$ cat src/rtl/exc_commit_ctrl_if.sv
// Commit-stage bundle: WB instruction, csr update strobes/data and fetch redirect handshake.
// The controller uses the slave modport; the surrounding pipeline/csr/fetch side uses master.
interface exc_commit_ctrl_if;
   logic        wb_valid;
   logic        wb_ready;
   logic [31:0] wb_pc_in;
   logic        wb_ex_req;
   logic [5:0]  wb_ecode_in;
   logic [8:0]  wb_esubcode_in;
   logic [31:0] wb_vaddr_in;
   logic        wb_ertn;
   logic        wb_csr_we_in;
   logic [13:0] wb_csr_num_in;
   logic [31:0] wb_csr_wmask_in;
   logic [31:0] wb_csr_wvalue_in;
   logic        has_int;
   logic [31:0] csr_eentry_data;
   logic [31:0] csr_era_pc;
   logic        wb_ex;
   logic        ertn_flush;
   logic [31:0] wb_pc;
   logic [31:0] wb_vaddr;
   logic [5:0]  wb_ecode;
   logic [8:0]  wb_esubcode;
   logic        csr_we;
   logic [13:0] csr_num;
   logic [31:0] csr_wmask;
   logic [31:0] csr_wvalue;
   logic        pipe_flush;
   logic        redirect_valid;
   logic [31:0] redirect_pc;
   logic        redirect_ready;

   modport slave (
      input  wb_valid, wb_pc_in, wb_ex_req, wb_ecode_in, wb_esubcode_in, wb_vaddr_in,
      input  wb_ertn, wb_csr_we_in, wb_csr_num_in, wb_csr_wmask_in, wb_csr_wvalue_in,
      input  has_int, csr_eentry_data, csr_era_pc, redirect_ready,
      output wb_ready, wb_ex, ertn_flush, wb_pc, wb_vaddr, wb_ecode, wb_esubcode,
      output csr_we, csr_num, csr_wmask, csr_wvalue, pipe_flush, redirect_valid, redirect_pc
   );

   modport master (
      output wb_valid, wb_pc_in, wb_ex_req, wb_ecode_in, wb_esubcode_in, wb_vaddr_in,
      output wb_ertn, wb_csr_we_in, wb_csr_num_in, wb_csr_wmask_in, wb_csr_wvalue_in,
      output has_int, csr_eentry_data, csr_era_pc, redirect_ready,
      input  wb_ready, wb_ex, ertn_flush, wb_pc, wb_vaddr, wb_ecode, wb_esubcode,
      input  csr_we, csr_num, csr_wmask, csr_wvalue, pipe_flush, redirect_valid, redirect_pc
   );
endinterface

$ cat src/rtl/exc_commit_ctrl.sv
// Commit-stage exception/interrupt controller: picks the retire outcome, strobes csr, redirects fetch.
// Define EXC_COMMIT_CTRL_STATS_EN to add the exc_cnt/int_cnt commit counters.
module exc_commit_ctrl #(
   parameter logic [5:0] INT_ECODE    = 6'h00,
   parameter logic [8:0] INT_ESUBCODE = 9'h000
) (
   input  logic              clk,
   input  logic              reset,
   exc_commit_ctrl_if.slave  bus
`ifdef EXC_COMMIT_CTRL_STATS_EN
   ,
   output logic [31:0]       exc_cnt,
   output logic [31:0]       int_cnt
`endif
);

   typedef enum logic [0:0] {StIdle, StRedir} state_e;

   state_e      state_q;
   logic        redirect_valid_q;
   logic        pipe_flush_q;
   logic        wb_ready_q;
   logic [31:0] redirect_pc_q;

   logic        commit;
   logic        take_int;
   logic        take_exc;
   logic        take_ertn;
   logic        take_csrw;
   logic        take_redir;
   logic [31:0] redir_target;

   // Nothing commits during reset, even if the FSM was idle.
   always_comb begin
      commit       = !reset && (state_q == StIdle) && bus.wb_valid;
      take_int     = commit && bus.has_int;
      take_exc     = commit && !bus.has_int && bus.wb_ex_req;
      take_ertn    = commit && !bus.has_int && !bus.wb_ex_req && bus.wb_ertn;
      take_csrw    = commit && !bus.has_int && !bus.wb_ex_req && !bus.wb_ertn && bus.wb_csr_we_in;
      take_redir   = take_int || take_exc || take_ertn;
      redir_target = take_ertn ? bus.csr_era_pc : bus.csr_eentry_data;
   end

   always_comb begin
      bus.wb_ready       = wb_ready_q;
      bus.wb_ex          = take_int || take_exc;
      bus.ertn_flush     = take_ertn;
      bus.wb_pc          = bus.wb_pc_in;
      bus.wb_vaddr       = bus.wb_vaddr_in;
      bus.wb_ecode       = bus.has_int ? INT_ECODE : bus.wb_ecode_in;
      bus.wb_esubcode    = bus.has_int ? INT_ESUBCODE : bus.wb_esubcode_in;
      bus.csr_we         = take_csrw;
      bus.csr_num        = bus.wb_csr_num_in;
      bus.csr_wmask      = bus.wb_csr_wmask_in;
      bus.csr_wvalue     = bus.wb_csr_wvalue_in;
      bus.pipe_flush     = pipe_flush_q;
      bus.redirect_valid = redirect_valid_q;
      bus.redirect_pc    = redirect_pc_q;
   end

   always_ff @(posedge clk) begin
      if (reset) begin
         state_q          <= StIdle;
         redirect_valid_q <= 1'b0;
         pipe_flush_q     <= 1'b0;
         wb_ready_q       <= 1'b1;
         redirect_pc_q    <= 32'h0;
      end else begin
         unique case (state_q)
            StIdle: begin
               if (take_redir) begin
                  state_q          <= StRedir;
                  redirect_valid_q <= 1'b1;
                  pipe_flush_q     <= 1'b1;
                  wb_ready_q       <= 1'b0;
                  redirect_pc_q    <= redir_target;
               end
            end
            StRedir: begin
               // redirect_pc_q is left untouched so it stays stable until fetch accepts it.
               if (bus.redirect_ready) begin
                  state_q          <= StIdle;
                  redirect_valid_q <= 1'b0;
                  pipe_flush_q     <= 1'b0;
                  wb_ready_q       <= 1'b1;
               end
            end
            default: begin
               state_q          <= StIdle;
               redirect_valid_q <= 1'b0;
               pipe_flush_q     <= 1'b0;
               wb_ready_q       <= 1'b1;
            end
         endcase
      end
   end

`ifdef EXC_COMMIT_CTRL_STATS_EN
   logic [31:0] exc_cnt_q;
   logic [31:0] int_cnt_q;

   always_ff @(posedge clk) begin
      if (reset) begin
         exc_cnt_q <= 32'h0;
         int_cnt_q <= 32'h0;
      end else begin
         if (take_exc) exc_cnt_q <= exc_cnt_q + 32'd1;
         if (take_int) int_cnt_q <= int_cnt_q + 32'd1;
      end
   end

   assign exc_cnt = exc_cnt_q;
   assign int_cnt = int_cnt_q;
`endif

endmodule

$ cat src/flat_wrapper.sv
// flat-port wrapper written by rule: the top's interface ports become plain ports
module exc_commit_ctrl_flat 
#(
   parameter logic [5:0] INT_ECODE    = 6'h00,
   parameter logic [8:0] INT_ESUBCODE = 9'h000
)
  (clk, reset, bus_wb_valid, bus_wb_pc_in, bus_wb_ex_req, bus_wb_ecode_in, bus_wb_esubcode_in, bus_wb_vaddr_in, bus_wb_ertn, bus_wb_csr_we_in, bus_wb_csr_num_in, bus_wb_csr_wmask_in, bus_wb_csr_wvalue_in, bus_has_int, bus_csr_eentry_data, bus_csr_era_pc, bus_redirect_ready, bus_wb_ready, bus_wb_ex, bus_ertn_flush, bus_wb_pc, bus_wb_vaddr, bus_wb_ecode, bus_wb_esubcode, bus_csr_we, bus_csr_num, bus_csr_wmask, bus_csr_wvalue, bus_pipe_flush, bus_redirect_valid, bus_redirect_pc);
  exc_commit_ctrl_if bus_i ();
  input  logic clk;
  input  logic reset;
  input wire logic [$bits(bus_i.wb_valid)-1:0] bus_wb_valid;
  input wire logic [$bits(bus_i.wb_pc_in)-1:0] bus_wb_pc_in;
  input wire logic [$bits(bus_i.wb_ex_req)-1:0] bus_wb_ex_req;
  input wire logic [$bits(bus_i.wb_ecode_in)-1:0] bus_wb_ecode_in;
  input wire logic [$bits(bus_i.wb_esubcode_in)-1:0] bus_wb_esubcode_in;
  input wire logic [$bits(bus_i.wb_vaddr_in)-1:0] bus_wb_vaddr_in;
  input wire logic [$bits(bus_i.wb_ertn)-1:0] bus_wb_ertn;
  input wire logic [$bits(bus_i.wb_csr_we_in)-1:0] bus_wb_csr_we_in;
  input wire logic [$bits(bus_i.wb_csr_num_in)-1:0] bus_wb_csr_num_in;
  input wire logic [$bits(bus_i.wb_csr_wmask_in)-1:0] bus_wb_csr_wmask_in;
  input wire logic [$bits(bus_i.wb_csr_wvalue_in)-1:0] bus_wb_csr_wvalue_in;
  input wire logic [$bits(bus_i.has_int)-1:0] bus_has_int;
  input wire logic [$bits(bus_i.csr_eentry_data)-1:0] bus_csr_eentry_data;
  input wire logic [$bits(bus_i.csr_era_pc)-1:0] bus_csr_era_pc;
  input wire logic [$bits(bus_i.redirect_ready)-1:0] bus_redirect_ready;
  output wire logic [$bits(bus_i.wb_ready)-1:0] bus_wb_ready;
  output wire logic [$bits(bus_i.wb_ex)-1:0] bus_wb_ex;
  output wire logic [$bits(bus_i.ertn_flush)-1:0] bus_ertn_flush;
  output wire logic [$bits(bus_i.wb_pc)-1:0] bus_wb_pc;
  output wire logic [$bits(bus_i.wb_vaddr)-1:0] bus_wb_vaddr;
  output wire logic [$bits(bus_i.wb_ecode)-1:0] bus_wb_ecode;
  output wire logic [$bits(bus_i.wb_esubcode)-1:0] bus_wb_esubcode;
  output wire logic [$bits(bus_i.csr_we)-1:0] bus_csr_we;
  output wire logic [$bits(bus_i.csr_num)-1:0] bus_csr_num;
  output wire logic [$bits(bus_i.csr_wmask)-1:0] bus_csr_wmask;
  output wire logic [$bits(bus_i.csr_wvalue)-1:0] bus_csr_wvalue;
  output wire logic [$bits(bus_i.pipe_flush)-1:0] bus_pipe_flush;
  output wire logic [$bits(bus_i.redirect_valid)-1:0] bus_redirect_valid;
  output wire logic [$bits(bus_i.redirect_pc)-1:0] bus_redirect_pc;
  assign bus_i.wb_valid = bus_wb_valid;
  assign bus_i.wb_pc_in = bus_wb_pc_in;
  assign bus_i.wb_ex_req = bus_wb_ex_req;
  assign bus_i.wb_ecode_in = bus_wb_ecode_in;
  assign bus_i.wb_esubcode_in = bus_wb_esubcode_in;
  assign bus_i.wb_vaddr_in = bus_wb_vaddr_in;
  assign bus_i.wb_ertn = bus_wb_ertn;
  assign bus_i.wb_csr_we_in = bus_wb_csr_we_in;
  assign bus_i.wb_csr_num_in = bus_wb_csr_num_in;
  assign bus_i.wb_csr_wmask_in = bus_wb_csr_wmask_in;
  assign bus_i.wb_csr_wvalue_in = bus_wb_csr_wvalue_in;
  assign bus_i.has_int = bus_has_int;
  assign bus_i.csr_eentry_data = bus_csr_eentry_data;
  assign bus_i.csr_era_pc = bus_csr_era_pc;
  assign bus_i.redirect_ready = bus_redirect_ready;
  assign bus_wb_ready = bus_i.wb_ready;
  assign bus_wb_ex = bus_i.wb_ex;
  assign bus_ertn_flush = bus_i.ertn_flush;
  assign bus_wb_pc = bus_i.wb_pc;
  assign bus_wb_vaddr = bus_i.wb_vaddr;
  assign bus_wb_ecode = bus_i.wb_ecode;
  assign bus_wb_esubcode = bus_i.wb_esubcode;
  assign bus_csr_we = bus_i.csr_we;
  assign bus_csr_num = bus_i.csr_num;
  assign bus_csr_wmask = bus_i.csr_wmask;
  assign bus_csr_wvalue = bus_i.csr_wvalue;
  assign bus_pipe_flush = bus_i.pipe_flush;
  assign bus_redirect_valid = bus_i.redirect_valid;
  assign bus_redirect_pc = bus_i.redirect_pc;
  exc_commit_ctrl #(.INT_ECODE(INT_ECODE), .INT_ESUBCODE(INT_ESUBCODE)) u_core (.clk(clk), .reset(reset), .bus(bus_i));
endmodule
$ cat config.mk
export PLATFORM = sky130hd
export DESIGN_NAME = exc_commit_ctrl_flat
export DESIGN_NICKNAME = d
export VERILOG_FILES = /design/src/rtl/exc_commit_ctrl_if.sv /design/src/rtl/exc_commit_ctrl.sv /design/src/flat_wrapper.sv
export SDC_FILE = /design/constraint.sdc
export NUM_CORES = 1
export LEC_CHECK = 0
export CAP_MARGIN = 20
export CORE_AREA = 2 2 163 165
export CTS_CLUSTER_SIZE = 25
export DETAILED_ROUTE_END_ITERATION = 7
export DIE_AREA = 0 0 165 167
export DONT_BUFFER_PORTS = 1
export PLACE_DENSITY = 0.3
export SLEW_MARGIN = 20
export SYNTH_ARGS = -nofsm -noshare
export SYNTH_HDL_FRONTEND = slang
export SYNTH_SLANG_ARGS = --single-unit
$ cat constraint.sdc
create_clock -name clk -period 1.3 [get_ports clk]
set_input_delay 0.065 -clock clk [delete_from_list [all_inputs] [get_ports clk]]
set_output_delay 0.065 -clock clk [all_outputs]
set_load 0.005 [all_outputs]
==> impl_metrics.tcl <==
set metrics [dict create \
    syn_area_mm2 0.00315 \
    pre_cts_slack_ns -0.0817 \
    setup_viol 12 \
    p_switching_mw 0.800 \
    yosysWarnings 0 \
    total_leakage_power_nw 0.786 \
    crit_top_cell "buf_6" \
    die_h_um 167 \
    violations "negative hold slack, negative setup slack" \
    tightest_slew_ns 0.605 \
    worstPathMaxFanout 10 \
    antenna_found_initial 4 \
    clock_sinks 35 \
    fin_skew_ns 0.00378 \
    io_buffers 0 \
    drt-total-wl_mm 10.7 \
    outcome "finished, violations left" \
    timing.slew.headroom_pct 59.7 \
    ir_worst_vdd_mv 0.331 \
    min_path_cells 1 \
    worstPathRequired_ns 1.50 \
    syn_nets 587 \
    p_per_area_mw_per_mm2 1120 \
    min_path_type "in2reg" \
    finalWeightedCongestion 0.696 \
    cap_violations 0 \
    crit_chain "nor3b_4 -> buf_6 -> o31ai_4 -> buf_6 -> a221oi_2" \
    fin_ws_ns -0.0183 \
    post-dp-hpwl_mm 8.21 \
    max_freq_ghz 0.759 \
    switching_share_pct 25.7 \
    cts_buffer_depth 2 \
    viasPerCell 3.46 \
    avgSynthCellArea_um2 8.80 \
    clk_latency_ns 0.29 \
    critPathSlowestCell "dfxtp_2" \
    track_usage_pct 7.53 \
    clkTransAtPathRegs_ns 0.06 \
    ys_types 21 \
    cp-start-kind "register" \
    start_util_pct 12.2 \
    cts-root-buf "clkbuf_16" \
    crit_type "reg2reg" \
    yosys_register_bits 35 \
    placed_area_mm2 0.00251 \
    cts_buffers 5 \
    cp-end-kind "register" \
    p_clk_share_pct 47.3 \
    die_area_mm2 0.0276 \
    tritoncts "done" \
    netlist_instances 358 \
    fin_nets 442 \
    htreeDepth 2 \
    cpPeakStageDelay_ns 0.33 \
    critPathArrivalTime_ns 1.52 \
    area.growth.synth_to_final_pct -11.9 \
    io_pins 424 \
    drc 0 \
    hold_ws_ns -0.162 \
    first_pass_iters 3 \
    drive_above_1_share_pct 28.5 \
    tns_ns -0.0617 \
    period_needed_ns 1.32 \
    grt_pass1_vias 2106 \
    vias 1912 \
    period_share_pct 101 \
    grt.overflow.total 0 \
    core_area_mm2 0.0258 \
    internal-power_mw 2.32 \
    ys_seq_area_share_pct 22.2 \
    num-fill-cells 2937 \
    grt_max_degree 50 \
    detail_route.wl_per_cell_um 19.3 \
    grt_pass1_wl_mm 14.5 \
    drv_slew 0 \
    ant_nets 0 \
    drtIter0Drc 76 \
    die_w_um 165 \
    r2r_cells 5 \
    rsz0062_at_grt "true" \
    p_seq_share_pct 39.1 \
    row_count 59 \
    hold_viol 35 \
    final_area_mm2 0.00277 \
    combPwrFrac_pct 13.6 \
]
==> power by group through the flow <==
stage                     sequential (mW)  combinational [mW]  clock [mW]
final                                1.22               0.423        1.47
after global routing                 1.23               0.468        1.59
after CTS                            1.22               0.428        1.56
after detailed placement             1.25               0.408           0
after global placement               1.25               0.402           0
after floorplan                      1.22               0.704           0
==> sequential cells by signal, indices dropped and copies added (netlist names) <==
name and count:
u_core.bus.redirect_valid 1, u_core.bus.wb_ready 1, u_core.state_q 1, u_core.bus.redirect_pc 32
==> layer usage <==
| metal | vias up | GRT usage [%] | wire length, µm |
|---|---|---|---|
| met4 | 2 | 4.31 | 503 |
| li1 | 805 | - | - |
| met5 | - | 0 | 13 |
| met1 | 863 | 6.36 | 3290 |
| met3 | 68 | 3.49 | 1150 |
| met2 | 174 | 14.2 | 5710 |
==> logic make-up after synthesis <==
| kind of cell | count (synthesis) | synth area share [%] |
|---|---|---|
| buf+inv | 199 | 41.9 |
| flops | 35 | 22.2 |
| compound gates | 68 | 20.6 |
| simple gates | 56 | 15.3 |
==> stage by stage <==
step | instances | power, mW | util, %
after floorplan | 358 | 1.93 | -
after detailed placement | 539 | 1.65 | 9.75
after global placement | 539 | 1.65 | 9.75
after global routing | 549 | 3.29 | 10.7
after CTS | 549 | 3.21 | 10.6
final | 552 | 3.12 | 10.8
==> critical path, delay by kind of cell (launching register included) <==
family,cells,cell delay [ns]
AOI/OAI and AO/OA,2,0.39
buffers and inverters,2,0.34
DFF,1,0.33
and+or+nand+nor,1,0.18
==> layout by cell type (no fill, tap or decap), drive strengths merged <==
cell type	instances
diode	3
o21ai	32
buf	15
a21o	1
nor3b	1
a21oi	2
a221oi	32
dfxtp	35
bufinv	1
nand2b	2
or4b	32
and4b	1
o31ai	1
nor2b	16
clkbuf	6
clkinv	1
and3	1
nand2	2
nor2	1
inv	32
==> area by class of cell <==
| type | count | area, µm² | share of cell area [%] |
|---|---|---|---|
| Tap cell | 335 | 419 | 15.1 |
| Multi-Input combinational cell | 124 | 1170 | 42.3 |
| Clock inverter | 2 | 35.0 | 1.26 |
| Clock buffer | 6 | 139 | 5.01 |
| Sequential cell | 35 | 702 | 25.3 |
| Antenna cell | 3 | 7.51 | 0.271 |
| Timing Repair Buffer | 15 | 178 | 6.41 |
| Inverter | 32 | 120 | 4.33 |
==> worst paths after layout <==
path / from / end / slack, ns
max: u_core.state_q / u_core.bus.redirect_pc[29] / -0.02
min reg2reg: u_core.bus.redirect_pc[27] / u_core.bus.redirect_pc[27] / 0.48
min: reset / u_core.bus.redirect_pc[2] / -0.16
max reg2reg: u_core.state_q / u_core.bus.redirect_pc[29] / -0.02
==> synth_stat cells <==
cell	number	area share, %
buf_4	143	34
nor2_2	1	0.20
nor2b_1	16	3.2
clkbuf_1	16	1.9
buf_6	4	1.4
a221oi_1	5	1.4
nand2_1	2	0.24
o31ai_4	1	0.68
inv_1	32	3.8
or4b_1	32	10
o21ai_0	30	4.8
o21ai_1	2	0.32
and3_1	1	0.20
and4b_1	1	0.32
a221oi_2	27	13
a21oi_1	2	0.32
nand2b_1	2	0.40
dfxtp_1	35	22
nor3b_4	1	0.60
a21o_1	1	0.24
buf_2	4	0.64
==> timing repair <==
item | 4_1_cts | 5_1_grt
setup endpoints to repair | 35 | 37
gates resized for setup | 8 | 6
setup buffers | 2 | 0
hold endpoints to repair | 35 | 35
pin swaps | 1 | 5
No activity file was read; power rests on OpenSTA's default activity.
